==> src/rtl/dm_port_arbiter.sv <==
`default_nettype none
// ---------------------------------------------------------------------------
// Module   : dm_port_arbiter
// Shares one fixed-latency data-memory port between the CPU and an external
// master with round-robin arbitration on ties.
// Revision : 1.0
// ---------------------------------------------------------------------------
module dm_port_arbiter #(
  parameter int WAIT_CYCLES = 2,
  parameter int CNT_W       = 4
) (
  input  logic        clk,
  input  logic        reset,
  input  logic        cpu_req,
  input  logic        cpu_we,
  input  logic [31:0] cpu_addr,
  input  logic [31:0] cpu_wdata,
  input  logic [3:0]  cpu_be,
  output logic [31:0] cpu_rdata,
  output logic        cpu_done,
  output logic        cpu_stall,
  input  logic        ext_req,
  input  logic        ext_we,
  input  logic [31:0] ext_addr,
  input  logic [31:0] ext_wdata,
  input  logic [3:0]  ext_be,
  output logic [31:0] ext_rdata,
  output logic        ext_done,
  output logic        ext_gnt,
  output logic        dm_en,
  output logic        dm_we,
  output logic [31:0] dm_addr,
  output logic [31:0] dm_wdata,
  output logic [3:0]  dm_be,
  input  logic [31:0] dm_rdata
);

  typedef enum logic [1:0] {
    S_IDLE = 2'd0,
    S_ACC  = 2'd1,
    S_RESP = 2'd2
  } state_t;

  localparam logic [CNT_W-1:0] C_LAST = CNT_W'(WAIT_CYCLES - 1);
  localparam logic [CNT_W-1:0] C_ONE  = CNT_W'(1);
  localparam logic             C_CPU  = 1'b0;
  localparam logic             C_EXT  = 1'b1;

  state_t             r_state;
  logic               r_owner;
  logic               r_last_owner;
  logic [CNT_W-1:0]   r_cnt;
  logic               r_we;
  logic [31:0]        r_addr;
  logic [31:0]        r_wdata;
  logic [3:0]         r_be;
  logic [31:0]        r_cpu_rdata;
  logic [31:0]        r_ext_rdata;
  logic               r_cpu_done;
  logic               r_ext_done;
  logic               r_ext_gnt;
  logic               r_dm_en;
  logic               r_dm_we;

  logic               w_pick_ext;
  logic               w_sel_we;
  logic [CNT_W-1:0]   w_cnt_nxt;

  // On a tie the requester that did not own the port last time wins.
  assign w_pick_ext = ext_req & (~cpu_req | (r_last_owner == C_CPU));
  assign w_sel_we   = w_pick_ext ? ext_we : cpu_we;
  assign w_cnt_nxt  = r_cnt + C_ONE;

  always_ff @(posedge clk or negedge reset) begin
    if (!reset) begin
      r_state      <= S_IDLE;
      r_owner      <= C_CPU;
      r_last_owner <= C_EXT;
      r_cnt        <= '0;
      r_we         <= 1'b0;
      r_addr       <= '0;
      r_wdata      <= '0;
      r_be         <= '0;
      r_cpu_rdata  <= '0;
      r_ext_rdata  <= '0;
      r_cpu_done   <= 1'b0;
      r_ext_done   <= 1'b0;
      r_ext_gnt    <= 1'b0;
      r_dm_en      <= 1'b0;
      r_dm_we      <= 1'b0;
    end else begin
      case (r_state)
        S_IDLE: begin
          if (cpu_req | ext_req) begin
            r_state      <= S_ACC;
            r_owner      <= w_pick_ext;
            r_last_owner <= w_pick_ext;
            r_cnt        <= '0;
            r_we         <= w_sel_we;
            r_addr       <= w_pick_ext ? ext_addr  : cpu_addr;
            r_wdata      <= w_pick_ext ? ext_wdata : cpu_wdata;
            r_be         <= w_pick_ext ? ext_be    : cpu_be;
            r_ext_gnt    <= w_pick_ext;
            r_dm_en      <= 1'b1;
            r_dm_we      <= (WAIT_CYCLES == 1) ? w_sel_we : 1'b0;
          end
        end
        S_ACC: begin
          if (r_cnt == C_LAST) begin
            r_state    <= S_RESP;
            r_dm_en    <= 1'b0;
            r_dm_we    <= 1'b0;
            r_cpu_done <= (r_owner == C_CPU);
            r_ext_done <= (r_owner == C_EXT);
            if (!r_we) begin
              if (r_owner == C_EXT) r_ext_rdata <= dm_rdata;
              else                  r_cpu_rdata <= dm_rdata;
            end
          end else begin
            r_cnt   <= w_cnt_nxt;
            // The write strobe is raised only for the last access cycle.
            r_dm_we <= (w_cnt_nxt == C_LAST) & r_we;
          end
        end
        S_RESP: begin
          r_state    <= S_IDLE;
          r_cpu_done <= 1'b0;
          r_ext_done <= 1'b0;
          r_ext_gnt  <= 1'b0;
        end
        default: begin
          r_state <= S_IDLE;
        end
      endcase
    end
  end

  assign cpu_rdata = r_cpu_rdata;
  assign cpu_done  = r_cpu_done;
  assign cpu_stall = cpu_req & ~r_cpu_done;
  assign ext_rdata = r_ext_rdata;
  assign ext_done  = r_ext_done;
  assign ext_gnt   = r_ext_gnt;
  assign dm_en     = r_dm_en;
  assign dm_we     = r_dm_we;
  assign dm_addr   = r_addr;
  assign dm_wdata  = r_wdata;
  assign dm_be     = r_be;

endmodule
`default_nettype wire

==> config.mk <==
export PLATFORM = sky130hd
export DESIGN_NAME = dm_port_arbiter
export DESIGN_NICKNAME = d
export VERILOG_FILES = /design/src/rtl/dm_port_arbiter.sv
export SDC_FILE = /design/constraint.sdc
export NUM_CORES = 1
export LEC_CHECK = 0
export CAP_MARGIN = 20
export CELL_PAD_IN_SITES_DETAIL_PLACEMENT = 1
export CELL_PAD_IN_SITES_GLOBAL_PLACEMENT = 2
export CORE_MARGIN = 4
export CORE_UTILIZATION = 25
export DETAILED_ROUTE_END_ITERATION = 7
export PLACE_DENSITY = 0.87
export SLEW_MARGIN = 20
export SYNTH_ARGS = -nofsm -noshare
export SYNTH_HDL_FRONTEND = slang
export SYNTH_SLANG_ARGS = --single-unit
==> constraint.sdc <==
create_clock -name clk -period 1.96 [get_ports clk]
set_input_delay 0.294 -clock clk [delete_from_list [all_inputs] [get_ports clk]]
set_output_delay 0.294 -clock clk [all_outputs]
set_load 0.05 [all_outputs]
==> impl_results.md <==
- Layout-stage area growth over the synthesis result: 68.20%
- Area share of and/or/nand/nor cells after synthesis: 2.729%
- Standard cell with the maximum stage delay on the critical path: dfrtp_1
- Stages on the worst setup path: 7
- Vias post-DR: 5,357
- DRT antenna net count: 0
- Global placement routability congestion: 0.7761
- Crit-path max FO: 8
- Number of instances in the synthesized netlist: 506
- Final net count: 1,006
- Largest net degree at the start of global routing: 60
- Part of the total power dissipated in sequential elements: 26.1%
- Setup slack of the critical path after layout: -0.004871 ns
- Placed wire-length estimate after detailed placement: 16,270 um
- Buffer type at the clock tree root: clkbuf_16
- Top-area cell type share of the netlist area: 56.14%
- CP top delay family: buffers and inverters
- Remaining routing DRC violations: 0
- Distinct cell type count of the synthesized netlist: 38
- Syn nets: 683
- Compound-gate portion of the synthesized area: 12.60%
- Die height: 168.8 um
- Maxcap violations: 0
- Maximum clock skew at final layout: 0.01152 ns
- Port Buf Inserts: 311
- Switching share of total power: 47.46%
- DIE WIDTH: 168.8 um
- Number of buffer and inverter stages on the critical path: 3
- Global-route wire length before repair: 33,870 um
- N_diodes: 0
- Setup-violating endpoint count in the final report: 7
- Worst slew pin tran: 0.6256 ns
- Total overflow reported by the global router: 0
- Maximum operating frequency: 508.9 MHz
- Post-Synth XOR/XNOR Area: 0.1355%
- Yosys Warn Count: 0
- DR pass1 iterations: 4
- Post-DR vias/cell: 4.571
- Post-synth top cells: dfrtp_1 (145), o21ai_0 (136), mux2i_1 (70)
- Largest cells by area after synthesis: dfrtp_1 (56%), mux2i_1 (11%), o21ai_0 (11%)
- Clock Latency Late Sink: 0.42 ns
- Violated checks: negative setup slack
- Clock tree from TritonCTS: built
- Crit. End Element: flop
- Area share of fa/ha/maj cells after synthesis: 0.5807%
- Type of the worst setup path: reg -> reg
- Relative slew margins: 58.29%
- Period minus WS final: 1.965 ns
- DR WL met3: 2006 um
- CP Cell Sequence: inv_2 -> ha_4 -> nor3b_4 -> buf_12 -> nand4b_4 -> clkbuf_16 -> mux2_4
- Deepest level of the CTS H-tree: 4
- Arrival time of the worst setup path: 2.26 ns
- Initial core utilization: 25.52%
- Leakage Power: 4.768 nW
- Psw: 9.817 mW
- Antenna violations before repair: 0
- Number of buffers added by the clock tree synthesis step: 17
- Top metal layer carrying routed signals: met4
- Clock-pin slew reported for the worst setup and hold paths after clock tree synthesis: 0.06 ns
- Async set or reset register ratio after synthesis: 100.0%
- RSZ-0062 raised after global routing: true
- VDD IR max: 0.9803 mV
- Worst r2r path cells: 7
- Area enclosed by the die boundary: 28,490 um2
- Final-report max-slew violation count: 0
- Number of enable-type register cells in the synthesized netlist: 0
- Most common cell in the netlist: dfrtp_1
- Crit start category: flop
- Critical Path RT: 2.25 ns
- Buffer levels on the longest clock path: 2
- Share of post-route cells with drive strength above 1: 17.10%
- Clk network pwr share: 15.8%
- Rows: 58
- Combinational share of power: 58.1%
- Top flip-flop cell by instance count after synthesis: dfrtp_1
- Mux contribution to synthesized area: 23.85%
- Clock Sink Count: 146
- Length of routed met2 wiring: 10,520 um
- Outcome: finished, violations left
- Global-route usage over all layers: 15.20%
- Utilization after layout: 42.93%
- Finished Layout Cells: 1,172
- Period Utilization, post-route: 100.2%
- I/O pin count: 312
- Post-synthesis sequential area ratio: 56.54%
- Detail-routed net length per standard cell: 19.02 um
- Per-instance average area after synthesis: 12.77 um2
- Initial DRC count: 202
- Worst min-delay path class: in -> async
- Wire length on met1: 9503 um
- Largest family of logic cells by synthesized area: multiplexers
- Post-synthesis sequential element count: 146
- Post-synthesis cell type with the largest combined area: dfrtp_1
- Placed cell count: 1,133
- Number of global-route vias before repair: 5,808
- Delay of the slowest cell on the worst path: 0.41 ns
- Total Routed Length: 22,290 um
- Final Hold Violating Endpoints: 0
- PwrDens: 1902 nW/um2
- Internal power component: 10.87 mW
- Std-Cell Core Area: 25,330 um2
- Area of the mapped netlist: 6464 um2
what timing repair did:
action | in CTS | in global routing
endpoints found under the hold margin | 55 | 0
resized for setup | 2 | 19
hold buffers | 1 | 0
endpoints found under the setup margin | 12 | 71
buffers inserted | 1 | 2
gates cloned | 0 | 3
per-layer routing:
layer / track usage, % / vias up
li1: - / 2474
met4: 4.305 / 0
met5: 0 / -
met1: 19.47 / 2639
met2: 24.45 / 228
met3: 5.278 / 16
area by class of cell:
type | count | area [um2]
fill | 2715 | 14460
sequential | 146 | 3655
timing repair buffer | 341 | 3581
multi-input combinational | 319 | 2621
clock buffer | 21 | 470.5
tap | 330 | 412.9
clock inverter | 11 | 116.4
inverter | 4 | 15.01
state kept, by name, summed over array words and instances (netlist names):
signal,flops
r_we,1
dm_we,1
dm_en,1
dm_be,4
r_cnt,4
cpu_rdata,32
r_last_owner,1
ext_gnt,1
r_owner,1
dm_addr,32
r_state,2
cpu_done,1
dm_wdata,32
ext_rdata,32
ext_done,1
worst paths after layout:
kind                          startpoint            end  slack (ns)
max                             r_cnt[1]  ext_rdata[14]      -0.005
min                                reset  ext_rdata[13]        0.43
max reg2reg                     r_cnt[1]  ext_rdata[14]      -0.005
min reg2reg                   dm_addr[7]     dm_addr[7]        0.50
max in group asynchronous          reset    dm_wdata[2]        0.88
min in group clk           cpu_wdata[31]   dm_wdata[31]        0.50
power by group through the flow:
stage               combinational, mW  sequential (mW)  clock [mW]
global route                     12.6             5.62        3.55
global placement                 11.9             5.36           0
floorplan                        2.78             10.2           0
detailed placement               12.0             5.46           0
finish                           12.0             5.39        3.28
CTS                              12.1             5.41        3.40
cells by family after synthesis:
logic type / after synthesis
AND/OR/NAND/NOR: 25
XOR/XNOR: 1
buffers and inverters: 41
AO/OA/AOI/OAI: 156
adder cells (fa/ha/maj): 3
multiplexers: 134
flip-flops: 146
through the flow:
step | instance area [um2] | hold slack, ns | setup slack [ns] | power (mW) | setup TNS [ns]
2_1_floorplan | 6464 | -0.001591 | 0.2640 | 12.96 | 0
3_3_place_gp | 10130 | 0.3242 | -0.001298 | 17.23 | -0.001298
3_5_place_dp | 10130 | 0.3340 | -0.05268 | 17.48 | -0.06950
4_1_cts | 10740 | 0.4526 | 0.008437 | 20.89 | 0
5_1_grt | 10870 | 0.4646 | -0.09096 | 21.81 | -2.234
6_report | 10870 | 0.4345 | -0.004871 | 20.68 | -0.01598
placed cells by master (no fill, tap or decap), types with 4 or more instances in the layout:
master	synthesis	final
nor2b_1	4	4
buf_12	0	14
o21ai_1	8	7
mux2_4	32	32
o21ai_0	136	136
nand2_1	5	5
dfrtp_1	145	145
inv_6	0	6
buf_4	7	17
mux2_2	32	32
mux2i_1	70	70
dlymetal6s2s_1	0	16
clkbuf_16	0	19
clkdlybuf4s50_1	0	287
worst register-to-register path: stages, from the launching register on:
cell and delay, ns:
dfrtp_1 0.41, inv_2 0.10, ha_4 0.13, nor3b_4 0.31
buf_12 0.15, nand4b_4 0.20, clkbuf_16 0.26, mux2_4 0.30
Power figures use the tool's default switching activity.
==> variant (config.mk and constraints unchanged) <==
Set the parameter `CNT_W` to 3 (it was 4).
--- a/src/rtl/dm_port_arbiter.sv
+++ b/src/rtl/dm_port_arbiter.sv
@@ -8,5 +8,5 @@
 module dm_port_arbiter #(
   parameter int WAIT_CYCLES = 2,
-  parameter int CNT_W       = 4
+  parameter int CNT_W       = 3
 ) (
   input  logic        clk,
Formal check against the unedited RTL: no difference found for any inputs over 4 cycles, from zero or initial values and one cycle with reset low; that may be too few to reach the edited logic, so the function may still have changed.
==> variant against the unedited design <==
- die area decreased by 0.37%
- first-iteration DRC count increased by 49%
- total power increased by 3.6%
- via count increased by 2.0%
- sequential cell count decreased by 1
- routed wire length increased by 6.2%
- design area decreased by 2.0%
- area after synthesis decreased by 0.39%
- worst hold slack got worse by 0.076 ns
- setup slack improved by 0.048 ns
==> variant: results (changes against the unedited design) <==
Worst setup path
  • Critical Path Fanout Max: 2 (-6)
  • Cells on worst reg2reg path: 6 (-1)
  • Crit-path slowest cell: clkdlybuf4s50_1
  • CP Data Arrival Time: 1.62 ns (-0.64 ns)
  • CP peak stage delay: 0.83 ns (+0.42 ns)
  • Reg2reg end: cpu_rdata[28]$_DFFE_PN0P_

Final layout
  • Area of the multi-input gates: 2560 sq um (-2.4%)
  • Multi-input gates: 317 (-0.63%)
  • ClkCell Share: 5.38% (-0.017 points)
  • Final net count: 994 (-1.2%)
  • Seq area share: 34.1% (+0.46 points)
  • Share of layout cells above drive strength 1: 15.8% (-1.3 points)
  • Buffer share of cell area: 32.5% (-0.48 points)
  • Seq Cell Count: 145 (-0.68%)
  • Buffers, non-clock: 331 (-2.9%)
  • Clock buffers: 18 (-14%)

Clock tree
  • Clk slew on worst S/H paths: roughly 0.070 ns

Yosys
  • Synth area leaders: dfrtp_1 56%, a2bb2oi_1 9.4%, a211oi_1 8.0%, mux2_4 7.0%, mux2_2 5.9%
  • Syn Nets: 691 (+1.2%)
  • Unique masters post-synth: 34 (-11%)
  • Synthesis-stage register bit count: 145 (-0.68%)
  • Synth top cells by count: 144 x dfrtp_1, 70 x nand2_1, 69 x a211oi_1, 69 x a2bb2oi_1, 34 x mux2_2
  • Register area share after synthesis: 56.4% (-0.17 points)

Pwr
  • Leak Pwr: 4.60 nW (-3.5%)

Placed design
  • Post-DP HPWL: 16,900 um (+3.6%)
  • Gpl congestion: 0.791 (+1.9%)

Outcome
  • Status: complete, no violations

Global route
  • First-pass GRT wire length: 36,800 um (+8.7%)
  • Vias in the first global route: 6,134 (+5.6%)
  • GRT Util Overall: 16.5% (+1.3 points)
  • Largest net degree at the start of global routing: 66 (+10%)

Routing
  • Iteration-0 DRC Markers: 301 (+49%)
  • Routed WL: 23,700 um (+6.2%)
  • Vias/cell: 4.71 (+3.1%)
## variant: timing repair
item                       4_1_cts  5_1_grt
resized for setup                2       27
hold buffers                     1        0
hold endpoints to repair        33        0
setup endpoints to repair        2       27
pin swaps                        0        0
## variant: logic make-up after synthesis
family,after synthesis,synth area share [%]
fa+ha+maj,3,0.583
simple gates,91,6.41
mux,65,13.1
buf+inv,52,4.22
flops,145,56.4
compound gates,158,19.3
## variant: per-stage QoR
stage                     util, %  setup WS [ns]  cell area [sq um]  hold slack [ns]  cells
after floorplan                 -          0.329               6440         -0.00159    514
final                        42.2         0.0430              10700            0.358   1160
after detailed placement     39.6         0.0790              10000            0.239   1127
after global placement       39.6          0.135              10000            0.230   1127
after global routing         42.2        0.00110              10700            0.387   1160
after CTS                    41.9        0.00273              10600            0.359   1160
## variant: worst max path at each step
stage,start,endpoint,cells after the start
floorplan,cpu_done$_DFFE_PN0P_,cpu_stall,1
global placement,cpu_req,dm_addr[3]$_DFFE_PN0P_,5
detailed placement,cpu_req,dm_addr[10]$_DFFE_PN0P_,5
CTS,dm_addr[15]$_DFFE_PN0P_,dm_addr[15],1
global route,dm_addr[16]$_DFFE_PN0P_,dm_addr[16],1
finish,ext_rdata[6]$_DFFE_PN0P_,ext_rdata[6],1
## variant: routing by layer
metal	GRT usage, %	routed length [um]	vias to the layer above
li1	-	-	2503
met5	0	0	-
met3	4.55	1450	25
met1	21.0	10100	2743
met2	27.8	11700	194
met4	4.20	437	0
## variant: power by group
group	switching (mW)	internal (mW)	total (mW)
clock network	1.50	1.69	3.20
registers	0.947	4.53	5.48
logic	7.88	4.88	12.8
